File: src/rtl/gumnut_pkg.sv
// Shared Gumnut datapath types: widths, flag indices and the
// result entry bundle carried from the adder to writeback.
package gumnut_pkg;

  localparam int DATA_W = 8;
  localparam int DEST_W = 3;

  localparam int FLAG_Z = 0;
  localparam int FLAG_C = 1;
  localparam int FLAG_N = 2;
  localparam int FLAG_V = 3;

  typedef logic [3:0] flags_t;

  typedef struct packed {
    logic [DATA_W-1:0] result;
    logic [DEST_W-1:0] dest;
  } entry_t;

endpackage

File: src/rtl/skid_buffer2.sv
// Generic 2-entry valid/ready buffer; in_ready depends only on
// the occupancy register, never on out_ready.
module skid_buffer2 #(
  parameter int W = 8
) (
  input  logic         clk_i,
  input  logic         rst_i,
  input  logic         in_valid,
  output logic         in_ready,
  input  logic [W-1:0] in_data,
  output logic         out_valid,
  input  logic         out_ready,
  output logic [W-1:0] out_data
);

  logic [W-1:0] mem [2];
  logic         head;
  logic         tail;
  logic [1:0]   count;
  logic         push;
  logic         pop;

  assign in_ready  = (count != 2'd2);
  assign out_valid = (count != 2'd0);
  assign out_data  = mem[head];
  assign push      = in_valid && in_ready;
  assign pop       = out_valid && out_ready;

  always_ff @(posedge clk_i) begin
    if (rst_i) begin
      count  <= 2'd0;
      head   <= 1'b0;
      tail   <= 1'b0;
      mem[0] <= '0;
      mem[1] <= '0;
    end else begin
      if (push) begin
        mem[tail] <= in_data;
        tail      <= ~tail;
      end
      if (pop)
        head <= ~head;
      case ({push, pop})
        2'b10:   count <= count + 2'd1;
        2'b01:   count <= count - 2'd1;
        default: count <= count;
      endcase
    end
  end

endmodule

File: src/rtl/alu_result_stage.sv
// Adder result stage: buffers results toward writeback and owns
// the Z/C/N/V flags plus their interrupt shadow copy.
module alu_result_stage
  import gumnut_pkg::*;
#(
  parameter int DATA_W = gumnut_pkg::DATA_W,
  parameter int DEST_W = gumnut_pkg::DEST_W
) (
  input  logic              clk_i,
  input  logic              rst_i,
  input  logic              in_valid,
  output logic              in_ready,
  input  logic [DATA_W-1:0] in_result,
  input  logic              in_cout,
  input  logic              in_ov,
  input  logic [DEST_W-1:0] in_dest,
  input  logic              in_upd_zc,
  input  logic              in_upd_nv,
  output logic              out_valid,
  input  logic              out_ready,
  output logic [DATA_W-1:0] out_result,
  output logic [DEST_W-1:0] out_dest,
  output logic              flag_z,
  output logic              flag_c,
  output logic              flag_n,
  output logic              flag_v,
  input  logic              int_save,
  input  logic              int_restore
);

  entry_t in_entry;
  entry_t out_entry;
  flags_t flags;
  flags_t shadow;
  flags_t flags_next;
  logic   accept;

  assign in_entry.result = in_result;
  assign in_entry.dest   = in_dest;

  skid_buffer2 #(
    .W($bits(entry_t))
  ) u_buf (
    .clk_i     (clk_i),
    .rst_i     (rst_i),
    .in_valid  (in_valid),
    .in_ready  (in_ready),
    .in_data   (in_entry),
    .out_valid (out_valid),
    .out_ready (out_ready),
    .out_data  (out_entry)
  );

  assign out_result = out_entry.result;
  assign out_dest   = out_entry.dest;
  assign accept     = in_valid && in_ready;

  // Accepted op overrides the restored value for the bits it writes.
  always_comb begin
    flags_next = int_restore ? shadow : flags;
    if (accept && in_upd_zc) begin
      flags_next[FLAG_Z] = (in_result == '0);
      flags_next[FLAG_C] = in_cout;
    end
    if (accept && in_upd_nv) begin
      flags_next[FLAG_N] = in_result[DATA_W-1];
      flags_next[FLAG_V] = in_ov;
    end
  end

  always_ff @(posedge clk_i) begin
    if (rst_i) begin
      flags  <= '0;
      shadow <= '0;
    end else begin
      flags <= flags_next;
      if (int_save && !int_restore)
        shadow <= flags_next;
    end
  end

  assign flag_z = flags[FLAG_Z];
  assign flag_c = flags[FLAG_C];
  assign flag_n = flags[FLAG_N];
  assign flag_v = flags[FLAG_V];

endmodule

File: config.mk
export PLATFORM = sky130hd
export DESIGN_NAME = alu_result_stage
export DESIGN_NICKNAME = d
export VERILOG_FILES = /design/src/rtl/gumnut_pkg.sv /design/src/rtl/skid_buffer2.sv /design/src/rtl/alu_result_stage.sv
export SDC_FILE = /design/constraint.sdc
export NUM_CORES = 1
export LEC_CHECK = 0
export BUFFER_PORTS_ARGS = -buffer_cell sky130_fd_sc_hd__buf_4
export CORE_AREA = 2 2 52 66
export CTS_CLUSTER_DIAMETER = 120
export CTS_CLUSTER_SIZE = 25
export DETAILED_ROUTE_END_ITERATION = 8
export DIE_AREA = 0 0 54 68
export GPL_ROUTABILITY_DRIVEN = 1
export GPL_TIMING_DRIVEN = 0
export PLACE_DENSITY = 0.79
export SYNTH_ARGS = -nofsm -noshare
export SYNTH_HDL_FRONTEND = slang
export SYNTH_SLANG_ARGS = --single-unit
File: constraint.sdc
create_clock -name clk_i -period 2.5 [get_ports clk_i]
set_input_delay 0.125 -clock clk_i [delete_from_list [all_inputs] [get_ports clk_i]]
set_output_delay 0.125 -clock clk_i [all_outputs]
set_load 0.1 [all_outputs]
* Word level (Yosys, flattened, before mapping)
Memories as Yosys holds them, arrays and structs flattened. A register that Yosys moved wholly into a read port is not among the register bits. Index checks and enable logic that the tools add are counted.
Storage, ports and cells: register bits 12, bits in writable memories 22, input port bits 21, output and inout bits 17, word-level logic and storage cells 37, memories 1
Memories:
- u_buf.mem | depth 2, bits a word 11, read ports 1, clocked after Yosys merged registers in 1, write ports 2, RTL line skid_buffer2.sv:16 | logic [W-1:0] mem [2];
Operators by class: $add $sub $neg 2, equality and inequality tests 3, muxes and demuxes 14, bitwise gates (word level) 2, reduce and logical (&&, ||, !) cells 10
Operator list (number):
- $mux W11 | 1
- $reduce_or A11 Y1 | 1
- $mux W1 | 9
- $logic_not A8 Y1 | 1
- $logic_and A1 B1 Y1 | 5
- $mux W2 | 2
- $mux W4 | 1
- $pmux W2 S2 | 1
- $reduce_bool A2 Y1 | 2
- $add A2 B1 Y2 const B | 1
- $eq A2 B1 Y1 const B | 1
- $eq A2 B2 Y1 const B | 1
- $ne A2 B2 Y1 const B | 1
- $not A1 Y1 | 2
- $sub A2 B1 Y2 const B | 1
- $logic_not A1 Y1 | 1

* Depth between registers and ports, before layout
Gate-level depths: netlist (run 1).
depth after elaboration 7, gate-level depth with buffers 8, depth with buffers taken out 7

* Cells and area by module
A second synthesis (run 1) with hierarchy kept.
Unflattened totals: cell total of the unflattened synthesis 137, area total of the unflattened synthesis 1614.0 µm²
By module, submodules not included:
- skid_buffer2 | times used 1, cells an instance 96, area each 1191.1 µm², sequential area each 760.7 µm²
- alu_result_stage | times used 1, cells an instance 41, area each 422.9 µm², sequential area each 160.2 µm²

* Least setup slack after synthesis (run 1)
No wires, ideal clock.
path kind register -> register, start register u_buf.count[1], end register u_buf.count[1], library setup time 71 ps, arrival 1713 ps, data required time 2429 ps, setup slack 716 ps, cell stages (with the launch flop) 8, path buffers 1, period minus slack after synthesis 1784 ps, path through dfxtp_1 > nor2b_2 > buf_6 > inv_4 > nand2_1 > ha_1 > or3_1 > a21oi_1
Between the ends: longest elaborated chain between the ends 4, elaborated cells on any way between the ends 10, those cells by class 2 x add/sub; 3 x eq/ne; 1 x mux; 4 x reduce/logical
Ends and longest elaborated chain:
- from (decl) | RTL line skid_buffer2.sv:19 | logic [1:0] count;
- from (signal assigned) | RTL line skid_buffer2.sv:44 | 2'b10: count <= count + 2'd1;
- from (signal assigned) | RTL line skid_buffer2.sv:45 | 2'b01: count <= count - 2'd1;
- from (signal assigned) | RTL line skid_buffer2.sv:46 | default: count <= count;
- $ne A2 B2 Y1 * | RTL line skid_buffer2.sv:23 | assign in_ready = (count != 2'd2);
- net in_ready | RTL line alu_result_stage.sv:12 | output logic in_ready,
- $logic_and A1 B1 Y1 * | RTL line skid_buffer2.sv:26 | assign push = in_valid && in_ready;
- $eq A2 B1 Y1 or $eq A2 B2 Y1 (tied branches) | RTL line skid_buffer2.sv:43 | case ({push, pop})
- $pmux W2 S2 or $reduce_bool A2 Y1 (tied branches)
The timed path passes the listed nets; every way through them passes the cells marked *. A chain may end at the register's enable or synchronous reset.

* Worst setup path after layout (run 1)
start register u_buf.count[1], end register u_buf.count[1]
Between the ends: longest elaborated chain between the ends 4, elaborated cells on any way between the ends 10, those cells by class 2 x add/sub; 3 x eq/ne; 1 x mux; 4 x reduce/logical
Ends and longest elaborated chain (RTL line):
- $ne A2 B2 Y1 or $reduce_bool A2 Y1 (tied branches) | skid_buffer2.sv:23, skid_buffer2.sv:24
- $logic_and A1 B1 Y1 (on tied branches) | skid_buffer2.sv:26, skid_buffer2.sv:27
- $eq A2 B1 Y1 or $eq A2 B2 Y1 (tied branches) | skid_buffer2.sv:43
- $pmux W2 S2 or $reduce_bool A2 Y1 (tied branches)
Parallel ways exist; a longest one is shown, timed or not.

==> metrics.txt, run 1 <==
status completed; Antenna diodes 0; post-cts gate resize count 0; H-tree levels 2; CTS tree built; worst path bufs/invs 2; wire length per cell 15.0 um; total number of vias 1136; Worst-path clk slew 0.07 ns; Total GRT Usage 0.195; CTS Buf Count 5; layout cell share with drive strength beyond 1 0.414; slew at the pin closest to its max-slew limit 0.564 ns; final setup fails 0; area leader, netlist edfxtp_1; crit-path max FO 10; Clock Tree Buf Depth 2; worst setup path category flip-flop to flip-flop; Area contributors post-synth edfxtp_1 41%, dfxtp_1 16%, mux2_2 10%; yosys warns 0; critical path cell sequence nor2b_2, buf_6, inv_4, nand2_1, ha_1, or3_1, a21oi_1; FF+latch count, synth 35; Crit path max-delay family simple AND/OR/NAND/NOR gates; drt first-iter violations 16; EDFF count, synth 22; CP max-delay cell dfxtp_1; Critical Path End Type flip-flop; Yosys cell types 36; Final Non-Filler Cells 211; pin count of the biggest net entering global routing 12; largest stage delay on the critical path 0.38 ns; Leakage 0.820 nW; met2 routed WL 1790 um; Final min period 1.71 ns; uppermost layer routed met4; routability cong. 0.726; Cell Area, Synth 0.00162 mm2; sum of negative setup slack 0 ns; Setup Fix Bufs, Post-CTS 0; clock sinks 35; PwrDens 1130 mW/mm2; DRT antenna net count 0; io pins 38; Fin. Hold Viols 0; WP data arrival 1.92 ns; Met1 Wirelength 1140 um; FMAX 0.586 GHz; hold buffers post-CTS 0; DRC 0; placed insts 204; starting density of the core 0.521; drt first pass iters 4; CTS root buf clkbuf_8; initial antenna violation count 0; port buffer count 35; startpoint types flip-flop; Yosys top cell area share 0.408; R2R Setup Slk 0.79 ns; drt total wl 3170 um; Worst Setup Slack, final 0.794 ns; post-synthesis sequential area ratio 0.568; first-pass GRT wire length 5010 um; Hold Slack 0.123 ns; RSZ-0062 raised after global routing no; Rows 23; Max-slew headroom 0.624; vias in the first global route 1123; Die Wd 54 um; NumNets Final 196; DIE AREA 0.00367 mm2; CP Data Required Time 2.71 ns; met3 wire len 188 um; Post-DP HPWL 2420 um; dpl ws 0.804 ns; Core Region 0.00311 mm2; skew final 0.00379 ns; area growth from synthesis to layout 23.9%; fraction of registers with async set/reset 0; end-of-flow core utilization 0.646; Slew Viols, Final 0; Worst VDD drop 991 uV; MaxCap Viol Count 0; Post-synth top cells 22 x and2_1, 22 x edfxtp_1, 15 x mux2_2; worst-skew pair later-pin latency 0.28 ns; grt total ovfl 0; Net Count, Synth 154; top_reg_cell synth edfxtp_1; crit share post-route 0.682; Post-Syn Area per Cell 12.3 um2; Vias per Instance 5.38; worst min-delay path category input port to flip-flop; Die Ht 68 um; cell count after synthesis 132
==> per-stage QoR <==
stage / power [mW] / instance area, um2
finish: 2.27 / 2010
global route: 2.36 / 2010
CTS: 2.29 / 2010
detailed placement: 1.92 / 1930
global placement: 1.89 / 1930
floorplan: 1.69 / 1620
==> layout make-up <==
cell class / instances / area, um2
Buffer: 8 / 46.3
Clock buffer: 5 / 68.8
Clock inverter: 2 / 8.76
Fill cell: 273 / 1100
Inverter: 3 / 13.8
Multi-Input combinational cell: 86 / 639
Sequential cell: 35 / 921
Tap cell: 37 / 46.3
Timing Repair Buffer: 35 / 263
==> cells by family after synthesis <==
kind of cell	after synthesis	share of synthesized area
flip-flops	35	0.568
multiplexers	15	0.104
AND/OR/NAND/NOR	46	0.183
XOR/XNOR	3	0.0162
buffers and inverters	11	0.0371
adder cells (fa/ha/maj)	1	0.00772
AO/OA/AOI/OAI	21	0.0834
==> report_power, final <==
| part | leakage [nW] | switching [mW] | total (mW) | internal, mW |
|---|---|---|---|---|
| Sequential | 0.340 | 0.0488 | 0.762 | 0.713 |
| Clock | 0.0414 | 0.183 | 0.368 | 0.185 |
| Combinational | 0.439 | 0.842 | 1.14 | 0.299 |
==> worst paths after layout <==
path | start | endpoint | cells after the start
setup / recovery | u_buf.count[1]$_SDFFE_PP0P_ | u_buf.count[1]$_SDFFE_PP0P_ | 7
hold reg to reg | u_buf.head$_SDFFE_PP0P_ | u_buf.head$_SDFFE_PP0P_ | 2
setup reg to reg | u_buf.count[1]$_SDFFE_PP0P_ | u_buf.count[1]$_SDFFE_PP0P_ | 7
hold / removal | in_dest[1] | u_buf.mem[1][1]$_SDFFCE_PN0P_ | 2
==> cells in the final DEF (no fill, tap or decap), types with 3 or more instances in the layout <==
| master | netlist | final |
|---|---|---|
| nor2_1 | 6 | 6 |
| clkbuf_8 | 0 | 5 |
| o21ai_0 | 6 | 6 |
| mux2_2 | 15 | 15 |
| and2_1 | 22 | 22 |
| o21ai_1 | 3 | 3 |
| a21oi_1 | 6 | 6 |
| edfxtp_1 | 22 | 22 |
| nand2_1 | 3 | 3 |
| dfxtp_1 | 13 | 13 |
| buf_2 | 4 | 4 |
| buf_4 | 1 | 36 |
==> registers in the layout, indices dropped and copies added, names as in the netlist, named ones only <==
signal,count
shadow,4
u_buf.count,2
flags,4
u_buf.tail,1
u_buf.head,1
u_buf.mem,22
==> per-layer routing <==
metal / track usage / up-vias
li1: - / 558
met1: 0.193 / 533
met4: 0.0750 / 0
met3: 0.0568 / 6
met2: 0.369 / 39
met5: 0 / -
(Power assumes the default switching activity.)
==> run 2, diff against run 1 <==
--- a/config.mk
+++ b/config.mk
@@ -5,15 +5,16 @@
 export SDC_FILE = /design/constraint.sdc
 export NUM_CORES = 1
 export LEC_CHECK = 0
+export ABC_AREA = 1
 export BUFFER_PORTS_ARGS = -buffer_cell sky130_fd_sc_hd__buf_4
-export CORE_AREA = 2 2 52 66
+export CORE_AREA = 2 2 56 71
 export CTS_CLUSTER_DIAMETER = 120
 export CTS_CLUSTER_SIZE = 25
 export DETAILED_ROUTE_END_ITERATION = 8
-export DIE_AREA = 0 0 54 68
+export DIE_AREA = 0 0 58 73
 export GPL_ROUTABILITY_DRIVEN = 1
 export GPL_TIMING_DRIVEN = 0
-export PLACE_DENSITY = 0.79
+export PLACE_DENSITY = 0.72
 export SYNTH_ARGS = -nofsm -noshare
 export SYNTH_HDL_FRONTEND = slang
 export SYNTH_SLANG_ARGS = --single-unit
==> constraint.sdc (replaced) <==
create_clock -name clk_i -period 1.4 [get_ports clk_i]
set_input_delay 0.07 -clock clk_i [delete_from_list [all_inputs] [get_ports clk_i]]
set_output_delay 0.07 -clock clk_i [all_outputs]
set_load 0.1 [all_outputs]
==> run 2 against run 1 <==
  * Via count up 5.8%
  * Combinational power grew 27%
  * Sequential share of layout area decreased by 3.6 points
  * Cell count is 19% higher
  * Synthesized area is 0.31% higher
  * First-iteration DRC count rose by 25%
  * Non-clock buffer count fell by 2
  * Count of clock-buffer cells in the layout is the same
  * Routed wire length decreased by 6.4%
  * Worst hold slack got worse by 0.11 ns
  * Largest power group unchanged
  * Critical path depth is 4 lower
  * Sequential cell count is the same
==> metrics.txt, run 2 <==
status completed; crit share post-route 0.992; area growth from synthesis to layout 36.0%; CTS Buf Count 5; worst setup path category flip-flop to output port; CP max-delay cell dfxtp_4; Yosys top cell area share 0.406; port buffer count 36; hold buffers post-CTS 0; Synth Area in Compound Gates 0.0608; io pins 38; Post-Syn Area per Cell 9.79 um2; routability cong. 0.713; pin count of the biggest net entering global routing 12; XOR/XNOR Fraction of Synth Area 0; most common cell after layout, fill and taps aside buf_4; Die Ht 73 um; Post-DP HPWL 2160 um; Post-synth top cells 28 x nand2_1, 25 x nor2_1, 23 x inv_1; PwrDens 1640 mW/mm2; worst-skew pair later-pin latency 0.28 ns; Vias per Instance 4.79; NumNets Final 232; Fillers 313; crit-path max FO 5; clock sinks 35; worst min-delay path category input port to flip-flop; Rows 25; Die Wd 58 um; Max-slew headroom 0.663; vias in the first global route 1112; drt first-iter violations 20; design area 0.00221 mm2; largest stage delay on the critical path 0.37 ns; Simple-Gate Fraction of Synth Area 0.212; Antenna diodes 0; initial antenna violation count 0; area occupied by multi-input gates 638 um2; startpoint types flip-flop; commonest cells after routing, fill and taps aside 27 x buf_4, 26 x nand2_1, 25 x nor2_1; DRC 0; CP Data Required Time 1.33 ns; Core Region 0.00363 mm2; biggest regs u_buf.mem: 22 flops, flags: 4 flops, shadow: 4 flops; DIE AREA 0.00423 mm2; Area contributors post-synth edfxtp_1 41%, dfxtp_1 16%, mux2_2 7.6%; WP data arrival 1.32 ns; Area after DPL 0.00199 mm2; sequential cell area 935 um2; area leader, netlist edfxtp_1; FMAX 0.720 GHz; final setup fails 0; fraction of registers with async set/reset 0; Worst VDD drop 1110 uV; R2R Setup Slk 0.06 ns; end-of-flow core utilization 0.609; starting density of the core 0.448; Final min period 1.39 ns; CTS tree built; drt total wl 2970 um; yosys warns 0; skew final 0.00457 ns; main combinational cell family by area after synthesis simple AND/OR/NAND/NOR gates; RSZ-0062 raised after global routing yes; cell mode on critical path buf_6; worst path bufs/invs 2; Critical Path End Type output port; Yosys cell types 21; drt first pass iters 4; Slew Viols, Final 0; max reg flops 22; Adder-Cell Fraction of Synth Area 0.00770; grt total ovfl 0; H-tree levels 2; wire length per cell 11.8 um; layout cell share with drive strength beyond 1 0.393; FF+latch count, synth 35; cell count after synthesis 166; Clock Tree Buf Depth 2; first-pass GRT wire length 4920 um; Fin. Hold Viols 0; top_reg_cell synth edfxtp_1; MaxCap Viol Count 0; Leakage 0.996 nW; Cell Area, Synth 0.00163 mm2; Total GRT Usage 0.154; Worst-path clk slew 0.07 ns; slew at the pin closest to its max-slew limit 0.504 ns; Net Count, Synth 188; cell with the most instances after synthesis nand2_1; critical path cell sequence buf_6, mux2_2, buf_6; DRT antenna net count 0; Crit path max-delay family flip-flops; EDFF count, synth 22; Most flops, register u_buf.mem; post-synthesis sequential area ratio 0.567; mux share of post-synthesis cell area 0.0762; total number of vias 1202; CTS root buf clkbuf_8
==> run 2: cell types whose count changed after synthesis, moves of 3 or more <==
cell and change:
nand3_1 +7, nor2_1 +19, o21ai_1 -3, inv_1 +22, and2_1 -22, a21oi_1 +4, mux2_2 -4, nor2_2 +7
nand2_1 +25, buf_2 -3
==> run 2: path summary, 6_finish.rpt <==
check | endpoint | from | depth (start not counted)
min reg2reg | flip-flop | u_buf.head$_SDFFE_PP0P_ | 1
min | flags[0]$_SDFF_PP0_ | rst_i | 2
max | out_result[7] | flip-flop | 3
max reg2reg | u_buf.mem[0][0]$_SDFFCE_PN0P_ | u_buf.count[0]$_SDFFE_PP0P_ | 7
==> run 2: through the flow <==
step	hold slack [ns]	TNS (ns)	setup slack, ns	instances	total power [mW]
after floorplan	0.225	0	0.00355	166	2.41
after global placement	0.305	-0.781	-0.0712	242	2.65
after detailed placement	0.313	-1.08	-0.0982	242	2.66
after CTS	0.00349	-0.0405	-0.00801	251	3.62
after global routing	0.00658	-0.110	-0.0333	251	3.79
final	0.0142	0	0.0114	251	3.63
==> run 2: layout make-up <==
type	count	area share
flip-flops and latches	35	0.423
well taps	40	0.0227
multi-input cells	103	0.289
clock inverters	3	0.0176
plain buffers	4	0.0227
repair buffers	37	0.152
clock buffers	5	0.0311
inverters	24	0.0419
==> run 2: routing by layer <==
metal	wire, um	vias to the layer above	track usage
met5	0	-	0
met4	35	0	0.0543
met3	146	5	0.0408
met2	1510	34	0.268
met1	1270	536	0.182
li1	-	627	-
==> run 2: worst register-to-register path, delay by kind of cell (launching register included) <==
family	cells	cell delay, ns
buffers and inverters	2	0.25
DFF	1	0.37
and+or+nand+nor	5	0.42
==> run 2: power by group <==
group	internal, mW	switching, mW	total, mW
logic	0.441	1.01	1.45
registers	1.23	0.0808	1.31
clock network	0.521	0.347	0.868
==> run 2: cell families (layout without fill, tap and decap cells) <==
family	after synthesis	after routing
adders and majority gates	1	1
AOI/OAI and AO/OA	17	17
and+or+nand+nor	74	74
muxes	11	11
DFF	35	35
buffers and inverters	28	73
==> run 2: timing repair <==
action | CTS | global route
resized for setup | 16 | 13
endpoints found under the setup margin | 21 | 33
cloned | 1 | 0
hold endpoints to repair | 0 | 0
buffers inserted | 0 | 0
